[src/rtl/logic_unit_pipe.sv]
// Two-stage bitwise logic unit (AND/OR/XOR/NOT/NAND/NOR/XNOR/PASS-B); latency 2, valid/ready both sides, holds under stall.
// Optional result flags (zero/ones/parity) when LOGIC_UNIT_FLAGS_EN is defined.
module logic_unit_pipe #(
  parameter int WIDTH = 8,
  parameter int CNT_W = 8
) (
  input  logic             clk,
  input  logic             rst_n,
  input  logic             in_valid,
  output logic             in_ready,
  input  logic [2:0]       in_op,
  input  logic [WIDTH-1:0] in_a,
  input  logic [WIDTH-1:0] in_b,
  output logic             out_valid,
  input  logic             out_ready,
  output logic [WIDTH-1:0] out_data,
  output logic [CNT_W-1:0] out_cnt,
  output logic             busy
`ifdef LOGIC_UNIT_FLAGS_EN
  ,
  output logic             out_zero,
  output logic             out_ones,
  output logic             out_parity
`endif
);

  logic             s1_vld_q, s1_vld_d;
  logic [2:0]       op_q;
  logic [WIDTH-1:0] a_q, b_q;
  logic             s2_vld_q, s2_vld_d;
  logic [WIDTH-1:0] data_q;
  logic [CNT_W-1:0] cnt_q, cnt_d;
  logic             s2_adv, in_xfer, out_xfer;
  logic [WIDTH-1:0] res;

  assign s2_adv   = !s2_vld_q || out_ready;
  assign in_ready = !s1_vld_q || s2_adv;
  assign in_xfer  = in_valid && in_ready;
  assign out_xfer = s2_vld_q && out_ready;

  always_comb begin
    res = '0;
    case (op_q)
      3'b000:  res = a_q & b_q;
      3'b001:  res = a_q | b_q;
      3'b010:  res = a_q ^ b_q;
      3'b011:  res = ~a_q;
      3'b100:  res = ~(a_q & b_q);
      3'b101:  res = ~(a_q | b_q);
      3'b110:  res = ~(a_q ^ b_q);
      default: res = b_q;
    endcase
  end

  always_comb begin
    s1_vld_d = s1_vld_q;
    if (in_xfer)     s1_vld_d = 1'b1;
    else if (s2_adv) s1_vld_d = 1'b0;
    s2_vld_d = s2_adv ? s1_vld_q : s2_vld_q;
    cnt_d    = out_xfer ? cnt_q + CNT_W'(1) : cnt_q;
  end

  always_ff @(posedge clk or negedge rst_n) begin
    if (!rst_n) begin
      s1_vld_q <= 1'b0;
      op_q     <= '0;
      a_q      <= '0;
      b_q      <= '0;
      s2_vld_q <= 1'b0;
      data_q   <= '0;
      cnt_q    <= '0;
    end else begin
      s1_vld_q <= s1_vld_d;
      s2_vld_q <= s2_vld_d;
      cnt_q    <= cnt_d;
      if (in_xfer) begin
        op_q <= in_op;
        a_q  <= in_a;
        b_q  <= in_b;
      end
      // Result only moves with a real beat so out_data stays meaningful between bursts.
      if (s2_adv && s1_vld_q) data_q <= res;
    end
  end

`ifdef LOGIC_UNIT_FLAGS_EN
  logic zero_q, ones_q, par_q;

  always_ff @(posedge clk or negedge rst_n) begin
    if (!rst_n) begin
      zero_q <= 1'b0;
      ones_q <= 1'b0;
      par_q  <= 1'b0;
    end else if (s2_adv && s1_vld_q) begin
      zero_q <= ~|res;
      ones_q <= &res;
      par_q  <= ^res;
    end
  end

  assign out_zero   = zero_q;
  assign out_ones   = ones_q;
  assign out_parity = par_q;
`endif

  assign out_valid = s2_vld_q;
  assign out_data  = data_q;
  assign out_cnt   = cnt_q;
  assign busy      = s1_vld_q || s2_vld_q;

endmodule

[config.mk]
export PLATFORM = sky130hd
export DESIGN_NAME = logic_unit_pipe
export DESIGN_NICKNAME = d
export VERILOG_FILES = /design/src/rtl/logic_unit_pipe.sv
export SDC_FILE = /design/constraint.sdc
export NUM_CORES = 1
export LEC_CHECK = 0
export BUFFER_PORTS_ARGS = -buffer_cell sky130_fd_sc_hd__buf_2
export CELL_PAD_IN_SITES_DETAIL_PLACEMENT = 0
export CELL_PAD_IN_SITES_GLOBAL_PLACEMENT = 1
export CORE_ASPECT_RATIO = 0.9
export CORE_MARGIN = 2
export CORE_UTILIZATION = 25
export DETAILED_ROUTE_END_ITERATION = 10
export PLACE_DENSITY = 0.54
export RECOVER_POWER = 50
export SYNTH_ARGS = -nofsm -noshare
export SYNTH_HDL_FRONTEND = slang
export SYNTH_SLANG_ARGS = --single-unit
export TNS_END_PERCENT = 20
[constraint.sdc]
create_clock -name clk -period 3.6 [get_ports clk]
set_input_delay 1.08 -clock clk [delete_from_list [all_inputs] [get_ports clk]]
set_output_delay 1.08 -clock clk [all_outputs]
set_load 0.05 [all_outputs]
**Word level (Yosys, flattened, before mapping)**

Cells that the tools add are included.

- Output and inout port bits: 19
- Memory bits (read-only): 0
- Memory bits (writable): 0
- Bits of input ports: 23
- Bits in latches: 0
- Flip-flop bits (word level): 37
- Logic and storage cells: 34
- Memories kept: 0

- $mul: 0
- Shift-type cells: 0
- Bitwise operators: 7
- $add $sub $neg: 1
- Reduce and logical (&&, ||, !) cells: 10
- Equality and inequality tests: 6
- $lt $le $gt $ge: 0
- Div/mod/pow operators: 0
- Multiplexer cells: 3

Operator list:

| operator | number |
|---|---|
| $pmux W8 S7 | 1 |
| $not A8 Y8 | 4 |
| $eq A3 B3 Y1 const B | 3 |
| $add A8 B1 Y8 const B | 1 |
| $and A8 B8 Y8 | 1 |
| $or A8 B8 Y8 | 1 |
| $xor A8 B8 Y8 | 1 |
| $eq A3 B2 Y1 const B | 2 |
| $eq A3 B1 Y1 const B | 1 |
| $logic_and A1 B1 Y1 | 3 |
| $logic_not A3 Y1 | 1 |
| $logic_or A1 B1 Y1 | 3 |
| $logic_not A1 Y1 | 2 |
| $mux W1 | 2 |
| $reduce_bool A2 Y1 | 1 |

**Depth between registers and ports, before layout**

Gate-level depths: netlist of the first run.

- Word-level depth: 5
- Gate-level depth with buffers: 6
- Mapped depth without buffers: 6

**Worst setup path before layout of the first run**

OpenSTA, ideal clock, no wires.

- Path type: input-to-output
- From: input out_ready
- To: output in_ready
- Stages: 1
- Arrival: 1.478 ns
- Setup slack: 1.042 ns
- Buffers on the path: 0
- Data required time: 2.520 ns
- Cells stage by stage: nand3b_2

- Longest elaborated chain between the ends: 2

RTL lines:

| what | RTL line | source |
|---|---|---|
| from (decl) | 15 | `input logic out_ready,` |
| $logic_or A1 B1 Y1 | 36 | `assign s2_adv = !s2_vld_q \|\| out_ready;` |
| $logic_or A1 B1 Y1 | 37 | `assign in_ready = !s1_vld_q \|\| s2_adv;` |
| to (decl) | 10 | `output logic in_ready,` |

Every way passes these cells.

**Worst setup path in the final report of the first run**

Same ends and word-level chain as after synthesis.

==> out/qor.csv, run 1 <==
metric,value,unit
Routability Congestion,0.748,
Worst setup SP type,input pin,
clock root cell,clkbuf_8,
total CTS buffers,5,
Final nets,291,
register bit total from synthesis,37,
overall power,0.00169,W
Worst EP required,2.52,ns
clock latency on the worst-skew pair,0.29,ns
cell row count,32,
"commonest non-fill, non-tap cell in the layout",buf_2,
DRC,0,
Fillers,935,
hold depth,1,
Crit. End Element,output port,
"Net Count, Synth",252,
Die ar.,9750,um2
Worst R2R Start,op_q[0],
Syn Std Cell Area,2240,um2
failing checks,"max-capacitance violations, max-slew violations",
Port Buffers,41,
mean routed wirelength per cell,13.3,um
Lkg Pwr,1.25,nW
R2R depth,4,
RSZ-0062 raised after global routing,false,
vias,1608,
Starting Density,0.260,
Final Setup Violations,0,
# diodes,0,
GR Overflow Total,0,
Clock Path Buffers,2,
WS Path Type,in -> out,
violation count after the first detailed-routing iteration,58,
Tot GR Track Use,0.109,
Hold Path End,out_cnt[7],
Post-CTS Setup Inserts,0,
max-slew violations,38,
average cell area after synthesis,10.6,um2
pwr dens,640,nW/um2
Layout area overhead,17.6,%
fraction of layout cells with a size suffix above 1,0.298,
CTS tree,done,
Post-Route WL,4920,um
post-synthesis cell count,212,
Initial DRT Pass Iterations,4,
min cycle time layout,2.72,ns
Clock transition at path regs,0.07,ns
Synth Warn #,0,
Max-slew headroom,-0.359,
flop-to-flop setup slack,1.64,ns
worst r2r dst,out_data[2],
Max-cap violations,1,
Core Box Area,8650,um2
# IOs,42,
status,"complete, but fails checks",
Chip Width,104,um
# hold bufs at CTS,0,
Worst Hold Class,reg -> reg,
# H-tree levels,2,
worst path cell trace,clkbuf_1 -> nand3b_2 -> buf_2,
slew of the pin with the lowest slew margin,2.04,ns
WP data arrival,1.64,ns
"Largest delay share family, worst path",buffers and inverters,
Clock Skews,0.00439,ns
final hold vios,0,
DR vias/cell,4.33,
CP bufs+invs,2,
"Distinct cells, synth",44,
HPWL Detailed,3370,um
largest net degree at the start of global routing,38,
number of global-route vias before repair,1670,
Hold Crit Start,out_cnt[7],
die height,93.9,um
post-route ant nets,0,
clock sink count,37,
worst vdd ir,0.000166,V
crit path max fanout,4,
post-synthesis sequential area ratio,0.412,
Setup TNS,0,ns
"slowest stage delay, CP",0.23,ns
final cycle utilization of the critical path,0.756,
CTS resizes,0,
fmax,368,MHz
wire length of the first global-routing pass,8400,um
slowest CP cell,nand3b_2,
most frequent cells in the layout,"buf_2, dfrtp_1, mux2_2",
antenna violations before repair,0,
## cell type report
cell class | count | area (um2) | area share
multi-input cells | 148 | 1180 | 0.445
flip-flops and latches | 37 | 926 | 0.351
repair buffers | 41 | 203 | 0.0768
well taps | 119 | 149 | 0.0564
clock buffers | 7 | 86.3 | 0.0327
inverters | 18 | 70.1 | 0.0265
clock inverters | 1 | 30.0 | 0.0114
## layer usage
metal	vias up	wire length (um)	track usage
li1	817	-	-
met1	754	2460	0.143
met2	29	2220	0.177
met3	8	155	0.0229
met4	0	87	0.0439
met5	-	0	0
## per-stage QoR
stage / instance area (um2) / cells / setup WS (ns) / utilization / hold WS [ns]
floorplan: 2240 / 212 / 1.04 / - / 0.504
global placement: 2530 / 363 / 0.882 / 0.292 / 0.458
detailed placement: 2530 / 363 / 0.872 / 0.292 / 0.459
CTS: 2640 / 371 / 0.871 / 0.306 / 0.474
global route: 2640 / 371 / 0.534 / 0.305 / 0.507
finish: 2640 / 371 / 0.880 / 0.305 / 0.468
## registers in the layout (all words and copies together), names as in the netlist
signal	count
a_q	8
b_q	8
out_cnt	8
out_data	8
op_q	3
out_valid	1
s1_vld_q	1
## worst max path at each step
stage | from | endpoint | slack (ns) | depth (start not counted)
after floorplan | out_ready | in_ready | 1.04 | 1
after global placement | out_ready | in_ready | 0.88 | 3
after global routing | rst_n | a_q[6] | 0.53 | 1
final | out_ready | in_ready | 0.88 | 3
after detailed placement | out_ready | in_ready | 0.87 | 3
after CTS | out_ready | in_ready | 0.87 | 3
## cell usage after synthesis
cell type,number,area share
a2111oi_1,2,0.0089
a211o_1,4,0.016
a211oi_1,3,0.010
a21oi_1,6,0.013
a22o_1,2,0.0078
a22oi_1,2,0.0067
and2_1,2,0.0056
and2b_1,1,0.0033
and3_1,1,0.0028
and3b_1,1,0.0039
buf_1,1,0.0017
buf_2,1,0.0022
buf_4,3,0.010
buf_6,3,0.015
clkbuf_4,1,0.0033
dfrtp_1,37,0.41
ha_1,17,0.095
inv_1,16,0.027
inv_2,1,0.0017
inv_4,1,0.0028
mux2_2,22,0.11
mux2i_1,8,0.036
nand2_1,14,0.023
nand2_2,1,0.0028
nand2b_1,7,0.020
nand3_1,3,0.0067
nand3b_2,1,0.0050
nand4_1,1,0.0028
nor2_1,15,0.025
nor2b_1,1,0.0028
nor3_1,4,0.0089
nor4b_1,2,0.0078
o21a_1,1,0.0033
o21ai_0,4,0.0089
o22a_1,2,0.0078
o22ai_1,1,0.0028
o31ai_1,1,0.0033
o31ai_2,2,0.011
o32ai_1,4,0.016
or2_1,1,0.0028
or2_2,1,0.0028
or3_1,1,0.0028
xnor2_1,8,0.031
xor2_1,2,0.0078
## power by group
group / total [W] / leakage (nW) / switching (W) / internal [W]
clock network: 0.000379 / 0.0585 / 0.000153 / 0.000226
registers: 0.000637 / 0.440 / 0.000123 / 0.000514
logic: 0.000674 / 0.748 / 0.000434 / 0.000240
## cells by family after synthesis
logic type | Yosys count | share of synthesized area
xor+xnor | 10 | 0.0390
compound gates | 34 | 0.115
fa+ha+maj | 17 | 0.0948
simple gates | 57 | 0.129
buf+inv | 27 | 0.0635
mux | 30 | 0.146
flops | 37 | 0.412
No activity file was read; power rests on OpenSTA's default activity.
==> run 2, diff against run 1 <==
--- a/config.mk
+++ b/config.mk
@@ -5,6 +5,7 @@
 export SDC_FILE = /design/constraint.sdc
 export NUM_CORES = 1
 export LEC_CHECK = 0
+export ABC_AREA = 1
 export BUFFER_PORTS_ARGS = -buffer_cell sky130_fd_sc_hd__buf_2
 export CELL_PAD_IN_SITES_DETAIL_PLACEMENT = 0
 export CELL_PAD_IN_SITES_GLOBAL_PLACEMENT = 1
@@ -12,7 +13,7 @@
 export CORE_MARGIN = 2
 export CORE_UTILIZATION = 25
 export DETAILED_ROUTE_END_ITERATION = 10
-export PLACE_DENSITY = 0.54
+export PLACE_DENSITY = 0.57
 export RECOVER_POWER = 50
 export SYNTH_ARGS = -nofsm -noshare
 export SYNTH_HDL_FRONTEND = slang
==> constraint.sdc (replaced) <==
create_clock -name clk -period 2.7 [get_ports clk]
set_input_delay 0.81 -clock clk [delete_from_list [all_inputs] [get_ports clk]]
set_output_delay 0.81 -clock clk [all_outputs]
set_load 0.05 [all_outputs]
==> run 2 against run 1 <==
The run now ends clean. Clock skew grew 0.0050 ns. Sequential power grew 30%. Via count grew 34%. Utilization shrank 0.17 points. Final area grew 5.4%. Setup slack lost 0.33 ns. Critical path depth grew 1. Sequential share of layout area shrank 1.8 points. Combinational power grew 62%. Synthesized area grew 5.8%. Register-to-register slack lost 0.66 ns. Synthesized cell count grew 57%. Critical path type unchanged. Largest cell class unchanged.
==> out/qor.csv, run 2 <==
metric,value,unit,change
status,completed,,
Final nets,414,,+42%
hold depth,2,,+1
worst r2r dst,out_data[2],,
# H-tree levels,2,,unchanged
Post-CTS Setup Inserts,0,,unchanged
mean routed wirelength per cell,12.3,um,-7.2%
Tot GR Track Use,0.129,,+0.0202
slew of the pin with the lowest slew margin,1.20,ns,-0.843 ns
R2R depth,8,,+4
Die ar.,10300,um2,+5.6%
Starting Density,0.259,,-0.000471
total CTS buffers,5,,unchanged
die height,96.5,um,+2.7%
Routability Congestion,0.780,,+4.3%
"Net Count, Synth",372,,+48%
"commonest non-fill, non-tap cell in the layout",nand2_1,,
Hold Crit Start,out_data[6],,
Hold Path End,out_data[6],,
# diodes,0,,unchanged
cell row count,33,,+3.1%
crit path max fanout,3,,-1
main combinational cell family by area after synthesis,simple AND/OR/NAND/NOR gates,,
flop-to-flop setup slack,0.98,ns,-0.66 ns
Max-slew headroom,0.203,,+0.562
fraction of layout cells with a size suffix above 1,0.157,,-0.140
worst vdd ir,0.000263,V,+58%
slowest CP cell,buf_2,,
pwr dens,838,nW/um2,+31%
Worst setup SP type,input pin,,
Port Buffers,41,,unchanged
Lkg Pwr,1.52,nW,+22%
"area leader, netlist",dfrtp_1,,
number of global-route vias before repair,2150,,+29%
Worst R2R Start,op_q[0],,
CP bufs+invs,3,,+1
"Distinct cells, synth",22,,-50%
most common cell in the netlist,nand2_1,,
area fraction in compound gates after synthesis,0.0759,,-0.0395
fmax,465,MHz,
Core Box Area,9170,um2,+6.0%
share of the synthesized area in the top cell type,0.390,,-0.0226
mux cell area share after synthesis,0,,-0.146
HPWL Detailed,4180,um,+24%
final hold vios,0,,unchanged
post-route ant nets,0,,unchanged
Max-cap violations,0,,-1
CTS tree,done,,
Most used DFF post-synth,dfrtp_1,,
WP data arrival,1.34,ns,-0.30 ns
register bit total from synthesis,37,,unchanged
WS Path Type,in -> out,,
Int Pwr,0.00117,W,+20%
Initial DRT Pass Iterations,4,,unchanged
wire length of the first global-routing pass,10500,um,+25%
min cycle time layout,2.15,ns,
Clock Skews,0.00934,ns,+0.00495 ns
Clock Path Buffers,2,,unchanged
"Largest delay share family, worst path",buffers and inverters,,
max-slew violations,0,,-100%
Worst Hold Class,reg -> reg,,
# hold bufs at CTS,0,,unchanged
most frequent cells in the layout,"nand2_1, nor2_1, inv_1",,
Comb pwr share,0.469,,+0.070
synthesized-area fraction occupied by adder cells,0.0896,,-0.00519
"slowest stage delay, CP",0.27,ns,+0.04 ns
clock latency on the worst-skew pair,0.30,ns,about the same
number of synthesized flops with an enable pin,0,,unchanged
Setup TNS,0,ns,unchanged
DRC,0,,unchanged
post-synthesis sequential area ratio,0.390,,-0.0226
Crit. End Element,output port,,
Syn Std Cell Area,2370,um2,+5.8%
violation count after the first detailed-routing iteration,79,,+36%
# IOs,42,,unchanged
total placed cells including tap cells,489,,+35%
overall power,0.00233,W,+38%
average cell area after synthesis,7.15,um2,-32%
Finished Layout Cells,497,,+34%
clock root cell,clkbuf_8,,
worst path cell trace,clkbuf_1 -> inv_1 -> nand3_1 -> buf_2,,
final cycle utilization of the critical path,0.797,,
clock sink count,37,,unchanged
Post-Route WL,6120,um,+24%
crit path launch,out_ready,,
Async SR Flop Fraction,1.00,,unchanged
final worst slack,0.548,ns,-0.332 ns
clock power share,0.177,,-0.047
Seq pwr share,0.354,,-0.023
post-synthesis simple-gate area fraction,0.330,,+0.202
largest net degree at the start of global routing,40,,+5.3%
Clock transition at path regs,0.08,ns,about the same
Worst EP required,1.89,ns,-0.63 ns
synth cell count leaders,"nand2_1, nor2_1, inv_1",,
synth top area cells,"dfrtp_1, nand2_1, ha_1",,
Synth Area in XOR/XNOR,0.0111,,-0.0280
CTS resizes,0,,unchanged
DP Area,2710,um2,+7.4%
GR Overflow Total,0,,unchanged
Chip Width,107,um,+2.7%
pre-CTS WS,0.574,ns,-0.298 ns
Synth Warn #,0,,unchanged
Post-Layout Inst Area,2780,um2,+5.4%
Net Sw Frac,0.498,,+0.0779
sw power,0.00116,W,+64%
DR vias/cell,4.35,,+0.27%
vias,2160,,+34%
Layout area overhead,17.2,%,
RSZ-0062 raised after global routing,false,,
post-synthesis cell count,332,,+57%
Final Setup Violations,0,,unchanged
antenna violations before repair,0,,unchanged
[run 2: layer usage]
metal	part of all wire	wire [um]	vias up	track usage
li1	-	-	1137	-
met2	0.45	2730	40	0.210
met1	0.51	3100	979	0.175
met5	0	0	-	0
met3	0.036	223	4	0.0268
met4	0.0093	57	0	0.0379
[run 2: cell type report]
type,count,area [um2]
fillers,1033,6380
multi-input cells,237,1200
flip-flops and latches,37,926
repair buffers,49,249
inverters,44,165
well taps,122,153
clock buffers,5,68.8
clock inverters,3,22.5
[run 2: worst max path at each step]
stage	endpoint	slack, ns	cells after the start
detailed placement	in_ready	0.57	4
global route	in_ready	0.47	4
finish	in_ready	0.55	4
global placement	in_ready	0.59	4
CTS	in_ready	0.57	4
floorplan	in_ready	0.62	2
[run 2: tightest hold or removal path, cell delays in order (launching register included)]
cell,delay [ns]
dfrtp_1,0.35
nand2_1,0.05
nand2_1,0.05
[run 2: through the flow]
step | util | hold slack [ns]
4_1_cts | 0.306 | 0.484
6_report | 0.304 | 0.477
3_3_place_gp | 0.296 | 0.460
3_5_place_dp | 0.296 | 0.462
2_1_floorplan | - | 0.514
5_1_grt | 0.304 | 0.521
[run 2: power groups by stage]
stage               sequential (W)  clock [W]  combinational [W]
finish                    0.000826   0.000413            0.00109
global route              0.000855   0.000448            0.00123
CTS                       0.000829   0.000434            0.00111
detailed placement        0.000838          0            0.00111
global placement          0.000835          0            0.00111
floorplan                  0.00117          0           0.000493
[run 2: cells by family after synthesis]
| kind of cell | count (synthesis) |
|---|---|
| adders and majority gates | 17 |
| xor gates and xnor gates | 3 |
| DFF | 37 |
| buffers and inverters | 58 |
| AOI/OAI and AO/OA | 36 |
| and+or+nand+nor | 181 |
==> run 3, diff against run 2 <==
--- a/config.mk
+++ b/config.mk
@@ -13,7 +13,7 @@
 export CORE_MARGIN = 2
 export CORE_UTILIZATION = 25
 export DETAILED_ROUTE_END_ITERATION = 10
-export PLACE_DENSITY = 0.57
+export PLACE_DENSITY = 0.59
 export RECOVER_POWER = 50
 export SYNTH_ARGS = -nofsm -noshare
 export SYNTH_HDL_FRONTEND = slang
==> constraint.sdc (replaced) <==
create_clock -name clk -period 1.76 [get_ports clk]
set_input_delay 0.528 -clock clk [delete_from_list [all_inputs] [get_ports clk]]
set_output_delay 0.528 -clock clk [all_outputs]
set_load 0.05 [all_outputs]
==> run 3 against run 2 <==
Register-to-register slack got worse by 0.74 ns. Count of clock-buffer cells in the layout increased by 1. Final area increased by 4.0%. First-iteration DRC count increased by 11%. Largest power group unchanged. Combinational power increased by 60%. Clock power increased by 92%. Critical path depth decreased by 2. Non-clock buffer count increased by 8. Flip-flop and latch count unchanged. Power increased by 63%. Setup slack got worse by 0.50 ns. Worst hold slack got worse by 0.094 ns.
==> out/qor.csv, run 3 (synthesized netlist as in run 2, its figures left out) <==
metric,value,unit,change
status,completed,,
Max-cap violations,0,,unchanged
Port Buffers,41,,unchanged
max-slew violations,0,,unchanged
slowest CP cell,dfrtp_2,,
HPWL Detailed,4390,um,+4.9%
Starting Density,0.259,,unchanged
overall power,0.00380,W,+63%
largest net degree at the start of global routing,40,,unchanged
Lkg Pwr,1.58,nW,+4.1%
Layout area overhead,21.9,%,
wire length of the first global-routing pass,10100,um,-3.6%
Routability Congestion,0.759,,-2.7%
fraction of layout cells with a size suffix above 1,0.191,,+0.0333
Chip Width,107,um,unchanged
Core Box Area,9170,um2,unchanged
Setup TNS,0,ns,unchanged
antenna violations before repair,0,,unchanged
Final nets,422,,+1.9%
min cycle time layout,1.72,ns,
RSZ-0062 raised after global routing,false,,
Clock Path Buffers,2,,unchanged
pre-CTS WS,0.211,ns,-0.363 ns
slew of the pin with the lowest slew margin,1.01,ns,-0.188 ns
number of global-route vias before repair,2113,,-1.7%
Finished Layout Cells,505,,+1.6%
CTS resizes,1,,+1
Worst R2R Start,out_valid,,
# IOs,42,,unchanged
GR Overflow Total,0,,unchanged
Worst EP required,1.23,ns,-0.66 ns
violation count after the first detailed-routing iteration,88,,+11%
Seq pwr share,0.332,,-0.022
Net Sw Frac,0.468,,-0.0298
fin util,0.316,,+0.0123
final cycle utilization of the critical path,0.975,,
WS Path Type,reg -> out,,
sw power,0.00178,W,+53%
Die ar.,10300,um2,unchanged
Max-slew headroom,0.328,,+0.125
pwr dens,1310,nW/um2,+57%
# diodes,0,,unchanged
Clock Skews,0.00525,ns,-0.00409 ns
clock root cell,clkbuf_8,,
Post-Route WL,6090,um,-0.47%
"commonest non-fill, non-tap cell in the layout",nand2_1,,
crit path launch,out_valid,,
final worst slack,0.0441,ns,-0.504 ns
Post-CTS Setup Inserts,0,,unchanged
fmax,583,MHz,
# hold bufs at CTS,0,,unchanged
Worst setup SP type,flop,,
Comb pwr share,0.459,,-0.010
Final Setup Violations,0,,unchanged
R2R depth,5,,-3
die height,96.5,um,unchanged
worst vdd ir,0.000479,V,+82%
worst path cell trace,or2_2 -> buf_6,,
clock power share,0.209,,+0.032
clock latency on the worst-skew pair,0.29,ns,about the same
Clock transition at path regs,0.08,ns,about the same
post-route ant nets,0,,unchanged
Tot GR Track Use,0.125,,-0.00390
Worst Hold Class,in -> async,,
total placed cells including tap cells,497,,+1.6%
mean routed wirelength per cell,12.1,um,-2.1%
"slowest stage delay, CP",0.44,ns,+0.17 ns
WP data arrival,1.19,ns,-0.15 ns
CTS tree,done,,
# H-tree levels,2,,unchanged
flop-to-flop setup slack,0.24,ns,-0.74 ns
crit path max fanout,5,,+2
vias,2205,,+2.1%
DR vias/cell,4.37,,+0.47%
DRC,0,,unchanged
cell row count,33,,unchanged
Initial DRT Pass Iterations,4,,unchanged
Crit. End Element,output port,,
clock sink count,37,,unchanged
worst r2r dst,op_q[0],,
most frequent cells in the layout,"nand2_1, nor2_1, inv_1",,
total CTS buffers,5,,unchanged
final hold vios,0,,unchanged
Int Pwr,0.00202,W,+73%
[run 3: cell type report]
type                            instances  area (um2)
Sequential cell                        37         927
Timing Repair Buffer                   57         322
Clock buffer                            6        82.6
Inverter                               44         165
Clock inverter                          2        37.5
Fill cell                            1042        6270
Tap cell                              122         153
Multi-Input combinational cell        237        1210
[run 3: how the worst max path moves through the flow]
stage / cells after the start / slack [ns] / to
finish: 2 / 0.04 / busy
detailed placement: 4 / 0.21 / in_ready
global route: 2 / 0.007 / busy
floorplan: 5 / 0.17 / op_q[0]
global placement: 4 / 0.22 / in_ready
CTS: 2 / 0.002 / busy
[run 3: worst max-delay path: cells and delay by family, from the launching register on]
family	cells	cell delay (ns)
AND/OR/NAND/NOR	1	0.31
buffers and inverters	1	0.16
flip-flops	1	0.44
[run 3: layer usage]
layer / global-route usage / vias up / routed length (um)
met3: 0.0208 / 4 / 163
met5: 0 / - / 0
met2: 0.208 / 31 / 2760
met1: 0.168 / 1010 / 3090
li1: - / 1160 / -
met4: 0.0390 / 0 / 70
[run 3: metrics by stage]
| step | instance area (um2) | hold slack [ns] |
|---|---|---|
| 6_report | 2900 | 0.383 |
| 4_1_cts | 2910 | 0.170 |
| 5_1_grt | 2900 | 0.442 |
| 3_5_place_dp | 2790 | 0.464 |
| 2_1_floorplan | 2380 | 0.232 |
| 3_3_place_gp | 2790 | 0.463 |
[run 3: power by group through the flow]
stage                     sequential, W  clock [W]  combinational, W
after floorplan                 0.00180          0          0.000757
after global placement          0.00128          0           0.00175
after detailed placement        0.00128          0           0.00176
after CTS                       0.00127   0.000823           0.00177
after global routing            0.00130   0.000861           0.00194
final                           0.00126   0.000795           0.00174
